## src/rtl/regfile_wb_arbiter.sv

```systemverilog
// ============================================================================
// Module      : regfile_wb_arbiter
// Description : Two-requester (ALU / LSU) register-file writeback arbiter.
//               Grants alternate under contention, accepted writes are
//               registered onto the register-file write port one cycle
//               later, and a per-register pending-write scoreboard tracks
//               destinations reserved by the issue stage.
// Revision    : 1.0 - initial release
// ============================================================================
`default_nettype none

module regfile_wb_arbiter #(
  parameter int ADDR_WIDTH = 5,
  parameter int DATA_WIDTH = 32
) (
  input  logic                       clk_i,
  input  logic                       rst_i,
  // requester 0 (ALU)
  input  logic                       req0_valid_i,
  output logic                       req0_ready_o,
  input  logic [ADDR_WIDTH-1:0]      req0_addr_i,
  input  logic [DATA_WIDTH-1:0]      req0_data_i,
  // requester 1 (LSU)
  input  logic                       req1_valid_i,
  output logic                       req1_ready_o,
  input  logic [ADDR_WIDTH-1:0]      req1_addr_i,
  input  logic [DATA_WIDTH-1:0]      req1_data_i,
  // issue-stage destination reservation
  input  logic                       claim_valid_i,
  input  logic [ADDR_WIDTH-1:0]      claim_addr_i,
  // pipeline flush
  input  logic                       flush_i,
  // register file write port
  output logic [ADDR_WIDTH-1:0]      waddr_o,
  output logic [DATA_WIDTH-1:0]      wdata_o,
  output logic                       we_o,
  // pending-write scoreboard, bit i = register i
  output logic [(2**ADDR_WIDTH)-1:0] pending_o
);

  localparam int NUM_REGS = 2**ADDR_WIDTH;

  // ---------------------------------------------------------------------------
  // State
  // ---------------------------------------------------------------------------
  logic                  prio_q,    prio_d;     // 1 = requester 1 favoured
  logic [ADDR_WIDTH-1:0] waddr_q,   waddr_d;
  logic [DATA_WIDTH-1:0] wdata_q,   wdata_d;
  logic                  we_q,      we_d;
  logic [NUM_REGS-1:0]   pending_q, pending_d;

  // ---------------------------------------------------------------------------
  // Arbitration wires
  // ---------------------------------------------------------------------------
  logic                  grant0;
  logic                  grant1;
  logic                  xfer0;
  logic                  xfer1;
  logic                  xfer;
  logic                  contended;
  logic [ADDR_WIDTH-1:0] xfer_addr;
  logic [DATA_WIDTH-1:0] xfer_data;

  // Grant selection: a lone requester always wins, a tie goes to prio;
  // reset and flush block every grant so nothing is accepted then.
  always_comb begin
    grant0    = 1'b0;
    grant1    = 1'b0;
    contended = req0_valid_i && req1_valid_i;
    if (!rst_i && !flush_i) begin
      if (contended) begin
        grant0 = !prio_q;
        grant1 =  prio_q;
      end else begin
        grant0 = req0_valid_i;
        grant1 = req1_valid_i;
      end
    end
  end

  assign req0_ready_o = grant0;
  assign req1_ready_o = grant1;

  assign xfer0     = req0_valid_i && grant0;
  assign xfer1     = req1_valid_i && grant1;
  assign xfer      = xfer0 || xfer1;
  assign xfer_addr = xfer1 ? req1_addr_i : req0_addr_i;
  assign xfer_data = xfer1 ? req1_data_i : req0_data_i;

  // Next-state: priority flip, writeback register, scoreboard update.
  always_comb begin
    prio_d    = prio_q;
    waddr_d   = waddr_q;
    wdata_d   = wdata_q;
    we_d      = 1'b0;
    pending_d = pending_q;

    // The winner of a contended transfer yields to the loser next time.
    if (contended && xfer) begin
      prio_d = !prio_q;
    end

    // Capture the accepted write; writes to x0 are accepted but never
    // reach the register file.
    if (xfer) begin
      waddr_d = xfer_addr;
      wdata_d = xfer_data;
      we_d    = (xfer_addr != '0);
    end

    if (flush_i) begin
      pending_d = '0;
    end else begin
      // Clear first so a same-cycle claim of the same index wins.
      if (xfer) begin
        pending_d[xfer_addr] = 1'b0;
      end
      if (claim_valid_i) begin
        pending_d[claim_addr_i] = 1'b1;
      end
    end

    // Register x0 never has a pending write.
    pending_d[0] = 1'b0;
  end

  // State register with synchronous reset taking precedence over all else.
  always_ff @(posedge clk_i) begin
    if (rst_i) begin
      prio_q    <= 1'b0;
      waddr_q   <= '0;
      wdata_q   <= '0;
      we_q      <= 1'b0;
      pending_q <= '0;
    end else begin
      prio_q    <= prio_d;
      waddr_q   <= waddr_d;
      wdata_q   <= wdata_d;
      we_q      <= we_d;
      pending_q <= pending_d;
    end
  end

  assign waddr_o   = waddr_q;
  assign wdata_o   = wdata_q;
  assign we_o      = we_q;
  assign pending_o = pending_q;

endmodule

`default_nettype wire
```

## config.mk

```make
export PLATFORM = sky130hd
export DESIGN_NAME = regfile_wb_arbiter
export DESIGN_NICKNAME = d
export VERILOG_FILES = /design/src/rtl/regfile_wb_arbiter.sv
export SDC_FILE = /design/constraint.sdc
export NUM_CORES = 1
export LEC_CHECK = 0
export BUFFER_PORTS_ARGS = -buffer_cell sky130_fd_sc_hd__buf_2
export CORE_ASPECT_RATIO = 0.6
export CORE_UTILIZATION = 40
export CTS_CLUSTER_SIZE = 20
export DETAILED_ROUTE_END_ITERATION = 8
export PLACE_DENSITY = 0.72
export SYNTH_ARGS = -nofsm -noshare
export SYNTH_HDL_FRONTEND = slang
export SYNTH_SLANG_ARGS = --single-unit
```

## constraint.sdc

```tcl
create_clock -name clk_i -period 1.7 [get_ports clk_i]
set_input_delay 0.34 -clock clk_i [delete_from_list [all_inputs] [get_ports clk_i]]
set_output_delay 0.34 -clock clk_i [all_outputs]
set_load 0.05 [all_outputs]
```

; ---- Word level (Yosys, flattened, before mapping)
; Cells that the tools add are included.
[op_classes]
mux = 13
n_lt_le_gt_ge = 4
n_bitwise = 4
reduce_logical = 14
[ops]
columns = cell, n
row1 = 2-to-1 mux 32 bit, 4
row2 = AND 32 bit, 1
row3 = NOT 32 bit, 1
row4 = bitwise OR 32 bit, 1
row5 = "less-than comparator 5 x 6 -> 1 bit, second input constant", 2
row6 = demux 1 bit (select 5 bit), 2
row7 = "greater-or-equal comparator 5 x 1 -> 1 bit, second input constant", 2
row8 = logical AND 1 bit, 7
row9 = 2-to-1 mux 1 bit, 6
row10 = 2-to-1 mux 5 bit, 1
row11 = nonzero test 5 bit, 1
row12 = OR reduction 2 bit, 2
row13 = logical NOT 1 bit, 3
row14 = logical OR 1 bit, 1
row15 = NOT 1 bit, 1
[totals]
ff_bits = 71
out_inout_bits = 72
word_cells = 41

; ---- Depth between registers and ports, before layout
; Gate-level depths: netlist (run 1).
[logic_depth]
word_depth = 15
mapped_depth = 8

; ---- Least setup slack after synthesis (run 1)
; No wires, ideal clock.
[synth_timing]
path_kind = input to output
startpoint = in rst_i
endpoint = out req0_ready_o
arrival_time_ns = 3.119
path_stages = 3
path_slack_ns = -1.759
t_required_ns = 1.360
n_path_buf = 2
cell_sequence = clkbuf_1 -> buf_1 -> a2111oi_0
[synth_via]
elab_chain_cells = 3
[synth_lines]
columns = element, line_no
row1 = "start, declared", 17  ; input logic rst_i,
row2 = logical NOT 1 bit, 70  ; if (!rst_i && !flush_i) begin
row3 = logical AND 1 bit, 70
row4 = 2-to-1 mux 1 bit, 70
row5 = "end, declared", 20  ; output logic req0_ready_o,
; Every way passes these cells.

; ---- Final worst setup path (run 1)
[layout_timing]
startpoint = reg prio_q
endpoint = out req1_ready_o
[layout_via]
elab_chain_cells = 2
[layout_lines]
columns = element, line_no
row1 = "start, declared", 46  ; logic prio_q, prio_d;
row2 = "start signal, assigned", 136  ; prio_q <= prio_d;
row3 = 2-to-1 mux 1 bit, 71  ; if (contended) begin
row4 = 2-to-1 mux 1 bit, 70
row5 = "end, declared", 25  ; output logic req1_ready_o,
; Every way passes these cells.

==> impl_metrics.json, run 1 <==
{
  "status": "finished, final reports clean",
  "arrival_ps": 1340,
  "power.leakage_nw": 2.23,
  "hold_violations": 0,
  "synth_largest_area_cell": "dfxtp_1",
  "numCtsBuffers": 9,
  "synth-xor-area-share_pct": 0.237,
  "synth_top_family_by_area": "simple AND/OR/NAND/NOR gates",
  "place_inst": 715,
  "synth-seq-area-share_pct": 38.0,
  "fin_cells": 734,
  "ant_nets": 0,
  "antenna_cells": 0,
  "synth.distinct_cells": 43,
  "power.total_mw": 4.58,
  "drt_iter0_markers": 318,
  "drc": 0,
  "synth-edff-count": 0,
  "gp_congestion": 0.878,
  "worstMarginPinSlew_ps": 500,
  "first_pass_iters": 5,
  "syn_area_um2": 3690,
  "reg2reg_depth": 5,
  "critPathMaxFanout": 6,
  "p_per_area_nw_per_um2": 903,
  "groute.usage.overall_pct": 24.7,
  "cts_tree": "done",
  "synthFlopType": "dfxtp_1",
  "grt_pass1_wl_um": 19000,
  "cts_sinks": 70,
  "root_buffer": "clkbuf_16",
  "grt_max_degree": 75,
  "grt_pass1_vias": 3911,
  "syn_avg_cell_area_um2": 8.09,
  "worst_setup_path_start_kind": "flop",
  "port-buffer-count": 155,
  "synth.mux.area_fraction_pct": 0,
  "fmax_ghz": 0.594,
  "ys_async_sr_fraction_pct": 0,
  "syn_nets": 541,
  "synth_compound_area_share_pct": 25.2,
  "ctsHoldBuffers": 0,
  "cp.required_ps": 1360,
  "hpwl_um": 8610,
  "rows": 26,
  "drt-vias-per-instance": 5.70,
  "fin_worst_skew_ps": 5.85,
  "holdWs_ps": 258,
  "coreArea_um2": 8720,
  "utilization_pct": 58.2,
  "critical_path_class": "flop to primary output",
  "fin_crit_sh_pct": 99.0,
  "fin_tns_setup_ps": 0,
  "drv_slew": 0,
  "ys_warn_count": 0,
  "syn-instance-count": 456,
  "dpl_cell_area_um2": 4710,
  "ir_drop_uv": 587,
  "drt_wl_total_um": 11900,
  "hold_path.class": "input port to flop",
  "fin_nets": 702,
  "clk_pin_slew_worst_paths_ps": 60,
  "htree_levels": 3,
  "clock_latency_ps": 340,
  "overflow": 0,
  "period_minus_slack_ps": 1680,
  "dp_slack_ps": -149,
  "io_pins": 157,
  "worst_slack_ps": 16.9,
  "antenna_found_initial": 0,
  "rsz0062_at_grt": "yes",
  "maxCapViolations": 0,
  "hold_depth": 3,
  "synthTopCellsByArea": "dfxtp_1, nand2_1, a311oi_2",
  "synth_fa_ha_area_share_pct": 0,
  "fp.dieArea_um2": 9630,
  "areaGrowthSynthToFinish_pct": 37.5,
  "setup_viol": 0,
  "drive_gt1_share_pct": 37.5,
  "synthSimpleGateAreaFrac_pct": 30.5,
  "relSlewSlack_pct": 66.7,
  "final_area_um2": 5070,
  "die_width_um": 126,
  "ys_ff_latch": 70,
  "cp-end-kind": "primary output",
  "die_h_um": 76.4,
  "wl_per_cell_um": 16.2,
  "vias": 4183,
  "clockBufferDepth": 2,
  "start_util_pct": 42.3,
  "netlist.area_leader.share_pct": 38.0
}
-- per-layer routing --
layer  global-route usage, %  part of all wire [%]
met1                    31.5                    45
met2                    39.3                    45
met3                    6.81                   8.3
met4                    10.5                   2.2
met5                       0                     0
-- critical path: stages, from the launching register on --
cell and delay (ps):
dfxtp_2 330, nor2b_2 50, or3_4 420, clkinv_4 80, buf_8 140
-- layout by cell type, fill, tap and decap left out, types with 6 or more instances in the layout --
master,netlist,layout
nand3_1,6,6
dfxtp_1,70,69
nor2_1,46,45
and2_1,19,19
a311oi_2,20,20
nor3b_1,6,6
clkbuf_16,0,9
o21ai_0,17,17
nand4_1,12,12
buf_2,9,153
o211ai_1,12,12
nand2_1,121,121
buf_4,2,29
a32oi_1,19,19
a311oi_1,17,17
o31ai_1,8,8
-- cell families (layout without fill, tap and decap cells) --
kind of cell / Yosys count / count (layout)
AOI/OAI and AO/OA: 103 / 103
buffers and inverters: 42 / 208
and+or+nand+nor: 239 / 239
xor gates and xnor gates: 1 / 1
DFF: 70 / 70
other: 1 / 1
-- Yosys cell counts, types with 8 or more instances --
cell,n
a311oi_1,17
a311oi_2,20
a32oi_1,19
and2_1,19
buf_2,9
clkbuf_1,17
dfxtp_1,70
nand2_1,121
nand4_1,12
nor2_1,46
o211ai_1,12
o21ai_0,17
o31ai_1,8
-- state kept, by name, indices dropped and copies added, names as in the netlist --
| name | count |
|---|---|
| waddr_o | 5 |
| pending_o | 31 |
| wdata_o | 32 |
| prio_q | 1 |
| we_o | 1 |
-- power by group --
part           switching, mW  internal [mW]  total [mW]
sequential            0.0333           1.71        1.74
combinational          0.566          0.275       0.840
clock                  0.719           1.28        2.00
total                   1.32           3.26        4.58
-- final cells by class --
class,instances,area [um2]
Timing Repair Buffer,188,1090
Multi-Input combinational cell,344,2110
Tap cell,112,140
Clock inverter,6,86.3
Clock buffer,10,229
Inverter,4,20.0
Fill cell,798,3640
Sequential cell,70,1400
-- what timing repair did --
action                                  in CTS  in global routing
endpoints found under the setup margin       2                  2
buffers inserted                             0                  3
pin swaps                                    0                  1
resized for setup                            6                  4
-- final timing paths --
check / slack [ps] / end / start
setup reg to reg: 80 / pending_o[10]$_SDFF_PP0_ / prio_q$_SDFFE_PP0P_
hold / removal: 260 / wdata_o[10]$_SDFFE_PP0N_ / req1_data_i[10]
hold reg to reg: 460 / pending_o[24]$_SDFF_PP0_ / pending_o[24]$_SDFF_PP0_
setup / recovery: 20 / req1_ready_o / prio_q$_SDFFE_PP0P_
(Power assumes the default switching activity.)
==> run 2: changes to the inputs <==
Settings changed: CORE_MARGIN set to 4.
Clock period 1.7 ns to 1.4 ns, I/O delays scaled along.
==> run 2 against run 1 <==
  * Wire length increased by 12%
  * Highest routed layer unchanged
  * Via count increased by 2.2%
  * Sequential share of layout area decreased by 2.5 points
  * Sequential cell count unchanged
  * Critical path type unchanged
  * Core utilization increased by 5.5 points
  * Sequential power increased by 21%
  * The flow now finishes with violations (setup timing)
  * Cell count increased by 3.7%
==> impl_metrics.json, run 2 (synthesis gave the netlist of run 1 again) <==
{
  "power.total_mw": 5.51,
  "power.leakage_nw": 2.46,
  "drive_gt1_share_pct": 47.1,
  "antenna_found_initial": 0,
  "areaGrowthSynthToFinish_pct": 50.9,
  "multiInputGateArea_um2": 2300,
  "antenna_cells": 0,
  "groute.usage.overall_pct": 22.7,
  "drv_slew": 0,
  "clock_latency_ps": 320,
  "cp.required_ps": 1120,
  "fin_crit_sh_pct": 115,
  "critical_path_class": "flop to primary output",
  "ant_nets": 0,
  "port-buffer-count": 155,
  "path_cells": "nor2b_1 > or3_4 > clkinv_4 > buf_8",
  "layout_commonest_cell": "buf_2",
  "hpwl_um": 9320,
  "holdWs_ps": 213,
  "drt_iter0_markers": 303,
  "numCtsBuffers": 9,
  "worst_setup_path_start_kind": "flop",
  "cts_tree": "done",
  "fp.dieArea_um2": 10900,
  "final-seq-area_um2": 1400,
  "worstMarginPinSlew_ps": 523,
  "fmax_ghz": 0.624,
  "hold_violations": 0,
  "ctsHoldBuffers": 0,
  "clk_pin_slew_worst_paths_ps": 60,
  "cts_sinks": 70,
  "die_h_um": 82.4,
  "critPathSlowestCell": "or3_4",
  "gp_congestion": 0.906,
  "coreArea_um2": 8750,
  "utilization_pct": 63.7,
  "drt-vias-per-instance": 5.62,
  "grt_max_degree": 49,
  "max_stage_delay_ps": 370,
  "start_util_pct": 42.2,
  "period_minus_slack_ps": 1600,
  "grt_pass1_wl_um": 19900,
  "relSlewSlack_pct": 65.0,
  "wl_per_cell_um": 17.4,
  "p_per_area_nw_per_um2": 989,
  "htree_levels": 3,
  "worst_slack_ps": -204,
  "fin_nets": 730,
  "drc": 0,
  "grt_pass1_vias": 3892,
  "mostFrequentLayoutCells": "buf_2, nand2_1, dfxtp_1, nor2_1, buf_4",
  "overflow": 0,
  "root_buffer": "clkbuf_16",
  "largest_register_ffs": 32,
  "vias": 4277,
  "io_pins": 157,
  "status": "complete, but fails checks",
  "rows": 26,
  "fill_cells": 751,
  "fin_tns_setup_ps": -6740,
  "clockBufferDepth": 2,
  "first_pass_iters": 4,
  "dp_slack_ps": -368,
  "violations": "setup timing",
  "hold_path.class": "input port to flop",
  "cp-end-kind": "primary output",
  "rrSetupSlack_ps": -160,
  "rsz0062_at_grt": "yes",
  "maxCapViolations": 0,
  "critPathMaxFanout": 4,
  "drt_wl_total_um": 13300,
  "die_width_um": 132,
  "fin_worst_skew_ps": 4.13,
  "ir_drop_uv": 562,
  "setup_viol": 67,
  "arrival_ps": 1320
}
==> run 2: changes by cell type in the layout (fill, tap and decap cells not counted), moves of 4 or more <==
| cell | before | now |
|---|---|---|
| a311oi_1 | 17 | 6 |
| o21ai_0 | 17 | 0 |
| buf_4 | 29 | 43 |
| nand2_2 | 0 | 19 |
| buf_6 | 1 | 8 |
| nand2_1 | 121 | 102 |
| o21ai_2 | 0 | 13 |
| a311oi_2 | 20 | 31 |
| o21ai_1 | 2 | 6 |
==> run 2: what timing repair did <==
item / in CTS / in global routing
setup buffers: 4 / 3
gates cloned: 0 / 4
pin swaps: 4 / 18
setup endpoints to repair: 69 / 71
endpoints found under the hold margin: 0 / 0
resized for setup: 30 / 45
==> run 2: layer usage <==
layer | track usage, % | vias to the layer above | wire [um]
li1 | - | 2039 | -
met1 | 31.1 | 2018 | 6020
met2 | 36.1 | 202 | 5980
met3 | 5.39 | 18 | 1110
met4 | 6.18 | 0 | 170
met5 | 0 | - | 0
==> run 2: where the power goes <==
group	total, mW	internal (mW)	switching, mW
clock network	2.24	1.41	0.829
registers	2.11	2.07	0.0410
logic	1.15	0.407	0.747
==> run 2: path summary, 6_finish.rpt <==
kind | from | end | cells after the start
worst max-delay path | prio_q$_SDFFE_PP0P_ | req1_ready_o | 4
worst min-delay path | req1_data_i[11] | wdata_o[11]$_SDFFE_PP0N_ | 3
worst max register to register | prio_q$_SDFFE_PP0P_ | wdata_o[15]$_SDFFE_PP0N_ | 7
worst min register to register | pending_o[5]$_SDFF_PP0_ | pending_o[5]$_SDFF_PP0_ | 2
==> run 2: critical path: cells and delay by family, from the launching register on <==
kind / cells / cell delay, ps
buffers and inverters: 2 / 230
and+or+nand+nor: 2 / 430
DFF: 1 / 340
==> run 2: area by class of cell <==
cell class | instances | share of cell area (%)
Multi-Input combinational cell | 344 | 41.4
Timing Repair Buffer | 216 | 25.4
Sequential cell | 70 | 25.2
Clock buffer | 11 | 4.36
Tap cell | 112 | 2.52
Clock inverter | 4 | 0.853
Inverter | 4 | 0.359
==> run 2: through the flow <==
stage	std cells	area [um2]
global placement	735	4900
floorplan	456	3790
CTS	754	5280
global route	761	5570
detailed placement	735	4900
finish	761	5570
